$ cat src/rtl/tl_mem_arbiter.sv
// rtl/tl_mem_arbiter.sv - two-master TileLink-UL arbiter with whole-transaction round-robin grant
module tl_mem_arbiter #(
  parameter int DW       = 128,
  parameter int AW       = 32,
  parameter int MAX_LGSZ = 6
) (
  input  logic            clk,
  input  logic            rst,
  input  logic            m0_a_valid,
  output logic            m0_a_ready,
  input  logic [2:0]      m0_a_opcode,
  input  logic [2:0]      m0_a_param,
  input  logic [7:0]      m0_a_size,
  input  logic [2:0]      m0_a_source,
  input  logic [AW-1:0]   m0_a_address,
  input  logic [DW/8-1:0] m0_a_mask,
  input  logic [DW-1:0]   m0_a_data,
  input  logic            m0_a_corrupt,
  output logic            m0_d_valid,
  input  logic            m0_d_ready,
  input  logic            m1_a_valid,
  output logic            m1_a_ready,
  input  logic [2:0]      m1_a_opcode,
  input  logic [2:0]      m1_a_param,
  input  logic [7:0]      m1_a_size,
  input  logic [2:0]      m1_a_source,
  input  logic [AW-1:0]   m1_a_address,
  input  logic [DW/8-1:0] m1_a_mask,
  input  logic [DW-1:0]   m1_a_data,
  input  logic            m1_a_corrupt,
  output logic            m1_d_valid,
  input  logic            m1_d_ready,
  output logic [2:0]      m_d_opcode,
  output logic [1:0]      m_d_param,
  output logic [7:0]      m_d_size,
  output logic [2:0]      m_d_source,
  output logic [2:0]      m_d_sink,
  output logic            m_d_denied,
  output logic [DW-1:0]   m_d_data,
  output logic            m_d_corrupt,
  output logic            s_a_valid,
  input  logic            s_a_ready,
  output logic [2:0]      s_a_opcode,
  output logic [2:0]      s_a_param,
  output logic [7:0]      s_a_size,
  output logic [2:0]      s_a_source,
  output logic [AW-1:0]   s_a_address,
  output logic [DW/8-1:0] s_a_mask,
  output logic [DW-1:0]   s_a_data,
  output logic            s_a_corrupt,
  input  logic            s_d_valid,
  output logic            s_d_ready,
  input  logic [2:0]      s_d_opcode,
  input  logic [1:0]      s_d_param,
  input  logic [7:0]      s_d_size,
  input  logic [2:0]      s_d_source,
  input  logic [2:0]      s_d_sink,
  input  logic            s_d_denied,
  input  logic [DW-1:0]   s_d_data,
  input  logic            s_d_corrupt,
  output logic            gnt,
  output logic            busy
);

  localparam int LBW = $clog2(DW/8);
  localparam int CW  = MAX_LGSZ + 1;

  localparam logic [1:0] ST_IDLE = 2'd0;
  localparam logic [1:0] ST_ABUS = 2'd1;
  localparam logic [1:0] ST_DBUS = 2'd2;

  logic [1:0]    state_q, state_d;
  logic          gnt_q, gnt_d;
  logic          rr_ptr_q, rr_ptr_d;
  logic [CW-1:0] cnt_q, cnt_d;

  logic          in_a, in_d, a_fire, d_fire;
  logic [CW-1:0] a_beats, d_beats, rem;

  // Beats in a burst; sizes beyond MAX_LGSZ are clamped, sub-beat sizes take one beat.
  function automatic logic [CW-1:0] beats(input logic [7:0] sz);
    logic [7:0] c;
    c = (sz > 8'(MAX_LGSZ)) ? 8'(MAX_LGSZ) : sz;
    if (c <= 8'(LBW)) beats = CW'(1);
    else              beats = CW'(1) << (c - 8'(LBW));
  endfunction

  assign in_a = (state_q == ST_ABUS);
  assign in_d = (state_q == ST_DBUS);
  assign gnt  = gnt_q;
  assign busy = (state_q != ST_IDLE);

  // A payload always follows the registered grant; only the handshake is state-gated.
  assign s_a_opcode  = gnt_q ? m1_a_opcode  : m0_a_opcode;
  assign s_a_param   = gnt_q ? m1_a_param   : m0_a_param;
  assign s_a_size    = gnt_q ? m1_a_size    : m0_a_size;
  assign s_a_source  = gnt_q ? m1_a_source  : m0_a_source;
  assign s_a_address = gnt_q ? m1_a_address : m0_a_address;
  assign s_a_mask    = gnt_q ? m1_a_mask    : m0_a_mask;
  assign s_a_data    = gnt_q ? m1_a_data    : m0_a_data;
  assign s_a_corrupt = gnt_q ? m1_a_corrupt : m0_a_corrupt;

  assign s_a_valid  = in_a & (gnt_q ? m1_a_valid : m0_a_valid);
  assign m0_a_ready = in_a & ~gnt_q & s_a_ready;
  assign m1_a_ready = in_a &  gnt_q & s_a_ready;

  assign s_d_ready  = in_d & (gnt_q ? m1_d_ready : m0_d_ready);
  assign m0_d_valid = in_d & ~gnt_q & s_d_valid;
  assign m1_d_valid = in_d &  gnt_q & s_d_valid;

  assign m_d_opcode  = s_d_opcode;
  assign m_d_param   = s_d_param;
  assign m_d_size    = s_d_size;
  assign m_d_source  = s_d_source;
  assign m_d_sink    = s_d_sink;
  assign m_d_denied  = s_d_denied;
  assign m_d_data    = s_d_data;
  assign m_d_corrupt = s_d_corrupt;

  assign a_fire  = s_a_valid & s_a_ready;
  assign d_fire  = s_d_valid & s_d_ready;
  assign a_beats = (s_a_opcode == 3'd0 || s_a_opcode == 3'd1) ? beats(s_a_size) : CW'(1);
  assign d_beats = (s_d_opcode == 3'd1) ? beats(s_d_size) : CW'(1);

  // Next-state: grant selection in IDLE, beat counting in ABUS/DBUS (cnt 0 = not yet loaded).
  always_comb begin
    state_d  = state_q;
    gnt_d    = gnt_q;
    rr_ptr_d = rr_ptr_q;
    cnt_d    = cnt_q;
    rem      = '0;
    case (state_q)
      ST_IDLE: begin
        if (m0_a_valid || m1_a_valid) begin
          gnt_d   = (m0_a_valid && m1_a_valid) ? rr_ptr_q : m1_a_valid;
          cnt_d   = '0;
          state_d = ST_ABUS;
        end
      end
      ST_ABUS: begin
        if (a_fire) begin
          rem   = ((cnt_q == '0) ? a_beats : cnt_q) - CW'(1);
          cnt_d = rem;
          if (rem == '0) state_d = ST_DBUS;
        end
      end
      ST_DBUS: begin
        if (d_fire) begin
          rem   = ((cnt_q == '0) ? d_beats : cnt_q) - CW'(1);
          cnt_d = rem;
          if (rem == '0) begin
            state_d  = ST_IDLE;
            rr_ptr_d = ~gnt_q;
          end
        end
      end
      default: state_d = ST_IDLE;
    endcase
  end

  // State registers with synchronous reset.
  always_ff @(posedge clk) begin
    if (rst) begin
      state_q  <= ST_IDLE;
      gnt_q    <= 1'b0;
      rr_ptr_q <= 1'b0;
      cnt_q    <= '0;
    end else begin
      state_q  <= state_d;
      gnt_q    <= gnt_d;
      rr_ptr_q <= rr_ptr_d;
      cnt_q    <= cnt_d;
    end
  end

endmodule

$ cat config.mk
export PLATFORM = sky130hd
export DESIGN_NAME = tl_mem_arbiter
export DESIGN_NICKNAME = d
export VERILOG_FILES = /design/src/rtl/tl_mem_arbiter.sv
export SDC_FILE = /design/constraint.sdc
export NUM_CORES = 1
export LEC_CHECK = 0
export CELL_PAD_IN_SITES_DETAIL_PLACEMENT = 0
export CELL_PAD_IN_SITES_GLOBAL_PLACEMENT = 1
export CORE_AREA = 10 10 339 341
export DETAILED_ROUTE_END_ITERATION = 10
export DIE_AREA = 0 0 349 351
export PLACE_DENSITY_LB_ADDON = 0.1
export SLEW_MARGIN = 20
export SYNTH_ARGS = -nofsm -noshare
export SYNTH_HDL_FRONTEND = slang
export SYNTH_SLANG_ARGS = --single-unit
$ cat constraint.sdc
create_clock -name clk -period 9 [get_ports clk]
set_clock_uncertainty 0.2 [all_clocks]
set_input_delay 1.8 -clock clk [delete_from_list [all_inputs] [get_ports clk]]
set_output_delay 1.8 -clock clk [all_outputs]
set_load 0.005 [all_outputs]
==> flow_metrics.env, run 1 <==
export IMPL_clk_pin_slew_ps=50
export IMPL_grt_pass1_wl_mm=74.8
export IMPL_syn_area_per_cell_um2=8.73
export IMPL_drv_slew=0
export IMPL_final_area_um2=11700
export IMPL_fp_row_count=121
export IMPL_gp_congestion=0.762
export IMPL_synth_area_um2=4810
export IMPL_leakagePower_nw=3.68
export IMPL_ys_warnings_count=0
export IMPL_grt_pass1_vias=6942
export IMPL_cts_tree="yes"
export IMPL_routed_wl_mm=60.0
export IMPL_cts_buffer_depth=2
export IMPL_synth_ff_type="dfxtp_1"
export IMPL_dp_hpwl_mm=55.9
export IMPL_seqCellArea_um2=224
export IMPL_p_per_area_nw_per_um2=101
export IMPL_synth_area_top_cells="mux2_2 45%, buf_4 23%, dfxtp_1 4.6%, ha_1 2.9%, nor2_1 2.0%"
export IMPL_start_util_pct=4.45
export IMPL_clock_sinks=11
export IMPL_wl_per_cell_um=24.7
export IMPL_rsz0062_at_grt="no"
export IMPL_synth_top_cell_by_area="mux2_2"
export IMPL_cts_buffers=3
export IMPL_grt_max_degree=97
export IMPL_postCtsHoldBufs=0
export IMPL_drt_pass1_iter_count=4
export IMPL_vdd_ir_drop_max_mv=0.0409
export IMPL_ys_types=61
export IMPL_fmax_ghz=0.178
export IMPL_insertion_delay_ps=250
export IMPL_die_area_um2=122000
export IMPL_core_area_um2=108000
export IMPL_crit_type="in -> reg"
export IMPL_avgViaCountPerCell=2.57
export IMPL_port_buffers=619
export IMPL_final_hold_viol_count=0
export IMPL_cts_resized=0
export IMPL_crit_chain="clkdlybuf4s50_1, or4_4, nor3_2, ha_1, nand3b_1, a21oi_1, a311oi_1, ha_1, xnor2_1, nor4b_2, o211ai_2, a21oi_2, mux2i_1"
export IMPL_multi_input_area_um2=3280
export IMPL_htreeDepth=1
export IMPL_crit_path_top_delay_cell="a311oi_1"
export IMPL_slew_headroom_pct=36.4
export IMPL_syn_inst=551
export IMPL_postCtsSetupRepairBufs=0
export IMPL_min_period_ps=5610
export IMPL_vias=6239
export IMPL_cp_common_cell="ha_1"
export IMPL_ant_nets=0
export IMPL_die_w_um=349
export IMPL_overflow=0
export IMPL_finalCritPeriodShare_pct=62.3
export IMPL_synthArstFlopShare_pct=0
export IMPL_place_area_um2=11600
export IMPL_drt_iter0_drc=157
export IMPL_hold_class="reg -> reg"
export IMPL_area_growth_syn_to_layout_pct=143
export IMPL_crit_required_ps=8980
export IMPL_track_usage_pct=9.18
export IMPL_crit_path_start_kind="input port"
export IMPL_setup_ws_ps=3390
export IMPL_arrival_ps=5590
export IMPL_cp_slowest_stage_delay_ps=620
export IMPL_tightest_slew_ps=944
export IMPL_synth_top_area_share_pct=44.7
export IMPL_totalPowerFinal_w=0.00118
export IMPL_status="complete, no violations"
export IMPL_setup_violations=0
export IMPL_synth_edf_count=0
export IMPL_ys_seq_elements=11
export IMPL_die_h_um=351
export IMPL_drc=0
export IMPL_maxCapViolations=0
export IMPL_antenna_found_initial=68
export IMPL_dp_slack_ps=3100
export IMPL_nNetsFinal=1561
export IMPL_post_synth_top_count_cell="mux2_2"
export IMPL_ios=896
export IMPL_clockRootBuffer="clkbuf_16"
export IMPL_critPathMaxFanout=5
export IMPL_synth_seq_area_share_pct=4.58
export IMPL_fillers=12500
export IMPL_synthTopCellsByCount="191 x mux2_2, 149 x buf_4, 26 x nor2_1"
export IMPL_tns_ps=0
export IMPL_worst_setup_path_end_kind="flip-flop"
export IMPL_drive_gt1_share_pct=22.2
==> sequential cells by signal (all words and copies together) (netlist names) <==
signal / count
state_q: 2
rr_ptr_q: 1
cnt_q: 7
gnt: 1
==> critical path, delay by kind of cell <==
family	cells	cell delay, ps
XOR/XNOR	1	160
multiplexers	1	180
AO/OA/AOI/OAI	4	1010
AND/OR/NAND/NOR	4	1390
buffers and inverters	1	440
adder cells (fa/ha/maj)	2	620
==> logic make-up (layout without fill, tap and decap cells) <==
logic type / Yosys count / count (layout) / share of synthesized area, %
muxes: 198 / 198 / 46.3
buffers and inverters: 194 / 644 / 27.5
and+or+nand+nor: 85 / 85 / 10.1
AOI/OAI and AO/OA: 49 / 49 / 8.28
adders and majority gates: 11 / 11 / 2.86
DFF: 11 / 11 / 4.58
xor gates and xnor gates: 2 / 2 / 0.364
other: 1 / 16 / 0.0780
==> area by class of cell <==
type / count / share of cell area (%)
timing repair buffer: 622 / 53.3
multi-input combinational: 349 / 28.1
tap: 1414 / 15.1
sequential: 11 / 1.92
clock buffer: 3 / 0.643
inverter: 18 / 0.578
antenna: 12 / 0.257
clock inverter: 1 / 0.0428
==> report_power, final <==
part / internal (W) / switching (W) / leakage (nW) / total [W]
Sequential: 0.0000560 / 0.0000201 / 0.0898 / 0.0000761
Clock: 0.0000594 / 0.0000290 / 0.0410 / 0.0000885
Combinational: 0.000573 / 0.000445 / 3.54 / 0.00102
==> final timing paths <==
| check | start | endpoint | slack [ps] | cells after the start |
|---|---|---|---|---|
| worst max-delay path | s_d_size[7] | state_q[0] | 3390 | 13 |
| worst min-delay path | state_q[0] | state_q[0] | 290 | 2 |
| worst max register to register | gnt | state_q[0] | 4600 | 16 |
| worst min register to register | state_q[0] | state_q[0] | 290 | 2 |
==> per-layer routing <==
layer  global-route usage, %  wire (um)  vias to the layer above
met2                    16.2      29600                      499
met5                   0.745        695                        -
li1                        -          -                     2734
met1                    8.30      19300                     2795
met4                   0.452        301                       94
met3                    7.81      10100                      117
==> placed cells by master, fill, tap and decap left out, drive strengths merged, types with 2 or more instances in the layout <==
cell type      instances
a2111oi                2
a21oi                 12
a22oi                  5
a31oi                  3
a41oi                  2
and3                   2
buf                    3
clkbuf                 3
clkdlybuf4s50        619
clkinv                 3
conb                   4
dfxtp                 11
diode                 12
ha                    11
inv                   16
mux2                 191
mux2i                  7
nand2                 18
nand2b                 2
nand3                  7
nand3b                 2
nand4                  2
nor2                  27
nor3                   8
nor4                   4
nor4b                  3
o211ai                 4
o21ai                  7
o221ai                 2
o22ai                  3
or2                    2
or3                    3
==> metrics by stage <==
step	std cells	util, %	hold WS [ps]
floorplan	554	-	251
global placement	2414	10.7	281
global route	2420	10.8	308
detailed placement	2414	10.7	280
finish	2430	10.8	286
CTS	2418	10.8	286
No activity file was read; power rests on OpenSTA's default activity.
==> inputs of run 2 (changes only) <==
--- a/config.mk
+++ b/config.mk
@@ -7,9 +7,9 @@
 export LEC_CHECK = 0
 export CELL_PAD_IN_SITES_DETAIL_PLACEMENT = 0
 export CELL_PAD_IN_SITES_GLOBAL_PLACEMENT = 1
-export CORE_AREA = 10 10 339 341
+export CORE_AREA = 10 10 342 344
 export DETAILED_ROUTE_END_ITERATION = 10
-export DIE_AREA = 0 0 349 351
+export DIE_AREA = 0 0 352 354
 export PLACE_DENSITY_LB_ADDON = 0.1
 export SLEW_MARGIN = 20
 export SYNTH_ARGS = -nofsm -noshare
==> constraint.sdc (replaced) <==
create_clock -name clk -period 5.4 [get_ports clk]
set_clock_uncertainty 0.2 [all_clocks]
set_input_delay 1.08 -clock clk [delete_from_list [all_inputs] [get_ports clk]]
set_output_delay 1.08 -clock clk [all_outputs]
set_load 0.005 [all_outputs]
==> run 2 against run 1 <==
Compared with the run above: cell count up 3.0%; count of clock-buffer cells in the layout up 1; routed wire length up 2.6%; flip-flop and latch count unchanged; via count up 0.61%; critical endpoint unchanged; highest routed layer unchanged.
==> flow_metrics.env, run 2 (synthesis results as in run 1) <==
export IMPL_cts_buffer_depth=2
export IMPL_area_growth_syn_to_layout_pct=145
export IMPL_postCtsSetupRepairBufs=0
export IMPL_start_util_pct=4.37
export IMPL_wl_per_cell_um=24.6
export IMPL_drt_pass1_iter_count=5
export IMPL_grt_pass1_vias=6971
export IMPL_r2r_start="gnt"
export IMPL_grt_pass1_wl_mm=77.7
export IMPL_overflow=0
export IMPL_fmax_ghz=0.215
export IMPL_drc=0
export IMPL_worst_setup_path_end_kind="flip-flop"
export IMPL_fp_row_count=122
export IMPL_crit_type="in -> reg"
export IMPL_p_per_area_nw_per_um2=170
export IMPL_track_usage_pct=9.30
export IMPL_leakagePower_nw=3.70
export IMPL_min_period_ps=4660
export IMPL_insertion_delay_ps=260
export IMPL_met3_length_mm=11.3
export IMPL_rsz0062_at_grt="no"
export IMPL_cp_common_cell="ha_1"
export IMPL_wl_met1_mm=19.7
export IMPL_largest_register_ffs=7
export IMPL_rrSetupSlack_ps=1290
export IMPL_layout_common_cells="619 x clkdlybuf4s50_1, 191 x mux2_2, 26 x nor2_1"
export IMPL_vdd_ir_drop_max_mv=0.0840
export IMPL_grt_max_degree=64
export IMPL_critPathMaxFanout=4
export IMPL_wl_met2_mm=29.2
export IMPL_die_h_um=354
export IMPL_crit_path_top_delay_cell="clkdlybuf4s50_1"
export IMPL_setup_violations=0
export IMPL_postCtsHoldBufs=0
export IMPL_vias=6277
export IMPL_crit_required_ps=5380
export IMPL_ios=896
export IMPL_htreeDepth=1
export IMPL_arrival_ps=4640
export IMPL_crit_chain="clkdlybuf4s50_1, nor4_1, a22oi_1, nor2_1, ha_1, nand2b_1, o21bai_1, a41oi_2, or2_2, ha_1, nand2_1, nor3_1, and4b_2, nand4_4, a21oi_2, mux2i_1"
export IMPL_clockRootBuffer="clkbuf_16"
export IMPL_routed_wl_mm=61.5
export IMPL_crit_path_start_kind="input port"
export IMPL_cts_tree="yes"
export IMPL_worstRegToRegCells=15
export IMPL_ant_nets=0
export IMPL_cts_resized=0
export IMPL_largestRegisters="cnt_q (7), state_q (2)"
export IMPL_largest_register="cnt_q"
export IMPL_avgViaCountPerCell=2.51
export IMPL_startpoint="m0_a_size[5]"
export IMPL_tns_ps=0
export IMPL_maxCapViolations=0
export IMPL_drt_iter0_drc=140
export IMPL_dp_hpwl_mm=57.5
export IMPL_critical_path_endpoint="state_q[0]"
export IMPL_finalCritPeriodShare_pct=86.3
export IMPL_top_layer="met5"
export IMPL_cp_slowest_stage_delay_ps=510
export IMPL_hold_slack_ps=289
export IMPL_cts_buffers=3
export IMPL_drive_gt1_share_pct=22.5
export IMPL_clk_pin_slew_ps=50
export IMPL_worstReg2RegEnd="state_q[0]"
export IMPL_tightest_slew_ps=663
export IMPL_port_buffers=619
export IMPL_antenna_found_initial=61
export IMPL_die_area_um2=125000
export IMPL_final_hold_viol_count=0
export IMPL_nNetsFinal=1566
export IMPL_layout_commonest_cell="clkdlybuf4s50_1"
export IMPL_slew_headroom_pct=54.6
export IMPL_core_area_um2=110000
export IMPL_gp_congestion=0.767
export IMPL_clock_sinks=11
export IMPL_drv_slew=0
export IMPL_die_w_um=352
export IMPL_hold_class="reg -> reg"
export IMPL_status="complete, no violations"
==> run 2: cell count changes in the layout (fill, tap and decap cells not counted) <==
cell / previous run / this run
clkinv_2: 1 / 0
o21ai_1: 2 / 3
o21ai_0: 5 / 4
clkbuf_1: 0 / 1
diode_2: 12 / 6
buf_4: 2 / 7
==> run 2: power by group <==
group | leakage (nW) | switching [W] | internal (W)
combinational | 3.57 | 0.000760 | 0.000963
clock | 0.0382 | 0.0000510 | 0.000100
sequential | 0.0898 | 0.0000327 | 0.0000932
==> run 2: area by class of cell <==
class | count | area, um2
Antenna cell | 6 | 15.0
Fill cell | 12700 | 98300
Tap cell | 1488 | 1860
Timing Repair Buffer | 627 | 6270
Multi-Input combinational cell | 349 | 3280
Sequential cell | 11 | 224
Clock buffer | 4 | 78.8
Inverter | 18 | 67.6
==> run 2: through the flow <==
step                cells  setup WS [ps]  instance area [um2]  utilization, %  total power, W
floorplan             554           1310                 4820               -        0.000860
global placement     2493            343                11700            10.6         0.00195
detailed placement   2493            293                11700            10.6         0.00192
CTS                  2497            549                11800            10.7         0.00208
global route         2497            382                11800            10.7         0.00214
finish               2503            738                11800            10.7         0.00200
==> run 2: worst min-delay path by stage <==
stage / start / end / cells after the start
6_report: state_q[0] / state_q[0] / 2
5_1_grt: state_q[0] / state_q[0] / 2
4_1_cts: state_q[0] / state_q[0] / 2
3_5_place_dp: state_q[0] / state_q[0] / 2
3_3_place_gp: state_q[0] / state_q[0] / 2
2_1_floorplan: rr_ptr_q / rr_ptr_q / 2
==> run 2: critical path: cells and delay by family <==
| family | cells | cell delay, ps |
|---|---|---|
| AND/OR/NAND/NOR | 8 | 1410 |
| adder cells (fa/ha/maj) | 2 | 450 |
| multiplexers | 1 | 190 |
| AO/OA/AOI/OAI | 4 | 1010 |
| buffers and inverters | 1 | 510 |
==> run 2: layer usage <==
| metal | GRT usage (%) | vias to the layer above |
|---|---|---|
| li1 | - | 2739 |
| met3 | 8.30 | 135 |
| met2 | 15.8 | 498 |
| met1 | 8.60 | 2797 |
| met4 | 0.608 | 108 |
| met5 | 1.15 | - |
==> inputs of run 3 (changes only) <==
--- a/config.mk
+++ b/config.mk
@@ -8,6 +8,7 @@
 export CELL_PAD_IN_SITES_DETAIL_PLACEMENT = 0
 export CELL_PAD_IN_SITES_GLOBAL_PLACEMENT = 1
 export CORE_AREA = 10 10 342 344
+export CTS_BUF_LIST = sky130_fd_sc_hd__clkbuf_16
 export DETAILED_ROUTE_END_ITERATION = 10
 export DIE_AREA = 0 0 352 354
 export PLACE_DENSITY_LB_ADDON = 0.1
==> constraint.sdc (replaced) <==
create_clock -name clk -period 5.08 [get_ports clk]
set_clock_uncertainty 0.2 [all_clocks]
set_input_delay 1.016 -clock clk [delete_from_list [all_inputs] [get_ports clk]]
set_output_delay 1.016 -clock clk [all_outputs]
set_load 0.005 [all_outputs]
==> run 3 against run 2 <==
Compared with the run above: global-route usage is essentially flat; combinational power grew 7%; core utilization is essentially flat; clock power grew 3%; sequential power is essentially flat; non-clock buffer count is the same; sequential share of layout area is essentially flat.
==> flow_metrics.env, run 3 (synthesis results as in run 1) <==
export IMPL_crit_type="in -> reg"
export IMPL_crit_path_start_kind="input port"
export IMPL_vdd_ir_drop_max_mv=0.103
export IMPL_core_area_um2=110000
export IMPL_layout_commonest_cell="clkdlybuf4s50_1"
export IMPL_rsz0062_at_grt="no"
export IMPL_clockRootBuffer="clkbuf_16"
export IMPL_track_usage_pct=9.27
export IMPL_die_h_um=354
export IMPL_htreeDepth=1
export IMPL_drt_pass1_iter_count=4
export IMPL_startpoint="m0_a_size[7]"
export IMPL_antenna_found_initial=62
export IMPL_nNetsFinal=1566
export IMPL_crit_path_top_delay_cell="clkdlybuf4s50_1"
export IMPL_dp_slack_ps=39.6
export IMPL_grt_max_degree=126
export IMPL_setup_violations=0
export IMPL_avgViaCountPerCell=2.49
export IMPL_drt_iter0_drc=150
export IMPL_min_period_ps=4630
export IMPL_hold_slack_ps=289
export IMPL_cts_buffers=3
export IMPL_clock_sinks=11
export IMPL_postCtsHoldBufs=0
export IMPL_hp_start="state_q[0]"
export IMPL_crit_chain="clkdlybuf4s50_1, nor4_1, a22oi_1, nor2_1, ha_1, nand2b_1, or3_1, nor4_1, nor2_1, ha_1, nand2_1, nor3_1, and4b_2, nand4_4, a21oi_2, mux2i_1"
export IMPL_leakagePower_nw=3.70
export IMPL_largest_register_ffs=7
export IMPL_dp_hpwl_mm=57.2
export IMPL_layout_common_cells="619 x clkdlybuf4s50_1, 191 x mux2_2, 26 x nor2_1"
export IMPL_die_w_um=352
export IMPL_insertion_delay_ps=250
export IMPL_cts_tree="yes"
export IMPL_place_area_um2=11700
export IMPL_maxCapViolations=0
export IMPL_clk_pin_slew_ps=50
export IMPL_fmax_ghz=0.216
export IMPL_largestRegisters="cnt_q (7), state_q (2)"
export IMPL_largest_register="cnt_q"
export IMPL_r2r_start="gnt"
export IMPL_tns_ps=0
export IMPL_ant_nets=0
export IMPL_routed_wl_mm=61.5
export IMPL_grt_pass1_wl_mm=77.4
export IMPL_slew_headroom_pct=25.5
export IMPL_overflow=0
export IMPL_ios=896
export IMPL_critPathBufInv=1
export IMPL_cts_buffer_depth=2
export IMPL_arrival_ps=4610
export IMPL_area_growth_syn_to_layout_pct=146
export IMPL_tightest_slew_ps=1120
export IMPL_worst_setup_path_end_kind="flip-flop"
export IMPL_vias=6245
export IMPL_cp_top_family="simple AND/OR/NAND/NOR gates"
export IMPL_cp_slowest_stage_delay_ps=500
export IMPL_cp_num_cells=16
export IMPL_grt_pass1_vias=6872
export IMPL_cts_resized=0
export IMPL_drc=0
export IMPL_critPathMaxFanout=4
export IMPL_final_area_um2=11800
export IMPL_finalCritPeriodShare_pct=91.1
export IMPL_gp_congestion=0.764
export IMPL_status="complete, no violations"
export IMPL_crit_required_ps=5060
export IMPL_setup_ws_ps=451
export IMPL_hold_class="reg -> reg"
export IMPL_p_per_area_nw_per_um2=180
export IMPL_final_hold_viol_count=0
export IMPL_start_util_pct=4.37
export IMPL_fillers=12700
export IMPL_drv_slew=0
export IMPL_drive_gt1_share_pct=22.5
export IMPL_min_path_cells=2
export IMPL_port_buffers=619
export IMPL_postCtsSetupRepairBufs=0
export IMPL_worstRegToRegCells=13
export IMPL_die_area_um2=125000
export IMPL_wl_per_cell_um=24.5
export IMPL_fp_row_count=122
## run 3: cell types whose count changed in the layout (fill, tap and decap cells not counted), sizes merged
| cell | previous run | this run |
|---|---|---|
| inv | 16 | 17 |
| clkbuf | 4 | 3 |
| diode | 6 | 11 |
## run 3: final timing paths
check | endpoint | slack, ps
max | state_q[0] | 450
min | state_q[0] | 290
max reg2reg | state_q[0] | 1010
min reg2reg | state_q[0] | 290
## run 3: area by class of cell
cell class                      instances  area [um2]  area share, %
Inverter                               18        67.6          0.572
Multi-Input combinational cell        349        3280           27.8
Tap cell                             1488        1860           15.8
Sequential cell                        11         224           1.90
Clock inverter                          1        3.75         0.0318
Timing Repair Buffer                  627        6270           53.1
Antenna cell                           11        27.5          0.233
Clock buffer                            3        75.1          0.636
## run 3: stage by stage
stage,util (%),std cells,power (W)
global route,10.7,2501,0.00228
CTS,10.7,2497,0.00221
finish,10.7,2508,0.00212
global placement,10.6,2493,0.00206
detailed placement,10.6,2493,0.00204
floorplan,-,554,0.000914
## run 3: power by group
part | internal [W] | switching [W]
Sequential | 0.0000992 | 0.0000247
Clock | 0.000105 | 0.0000515
Combinational | 0.00103 | 0.000814
## run 3: worst min-delay path, stage by stage (launching register included)
cell	delay [ps]
dfxtp_1	320
nand2_1	60
mux2i_1	50
## run 3: metal layers
layer  global-route usage (%)  vias up  part of all wire (%)
li1                         -     2753                     -
met1                     8.93     2763                    34
met2                     15.6      502                    47
met3                     8.03      127                    18
met4                    0.371      100                  0.49
met5                     1.15        -                   1.3
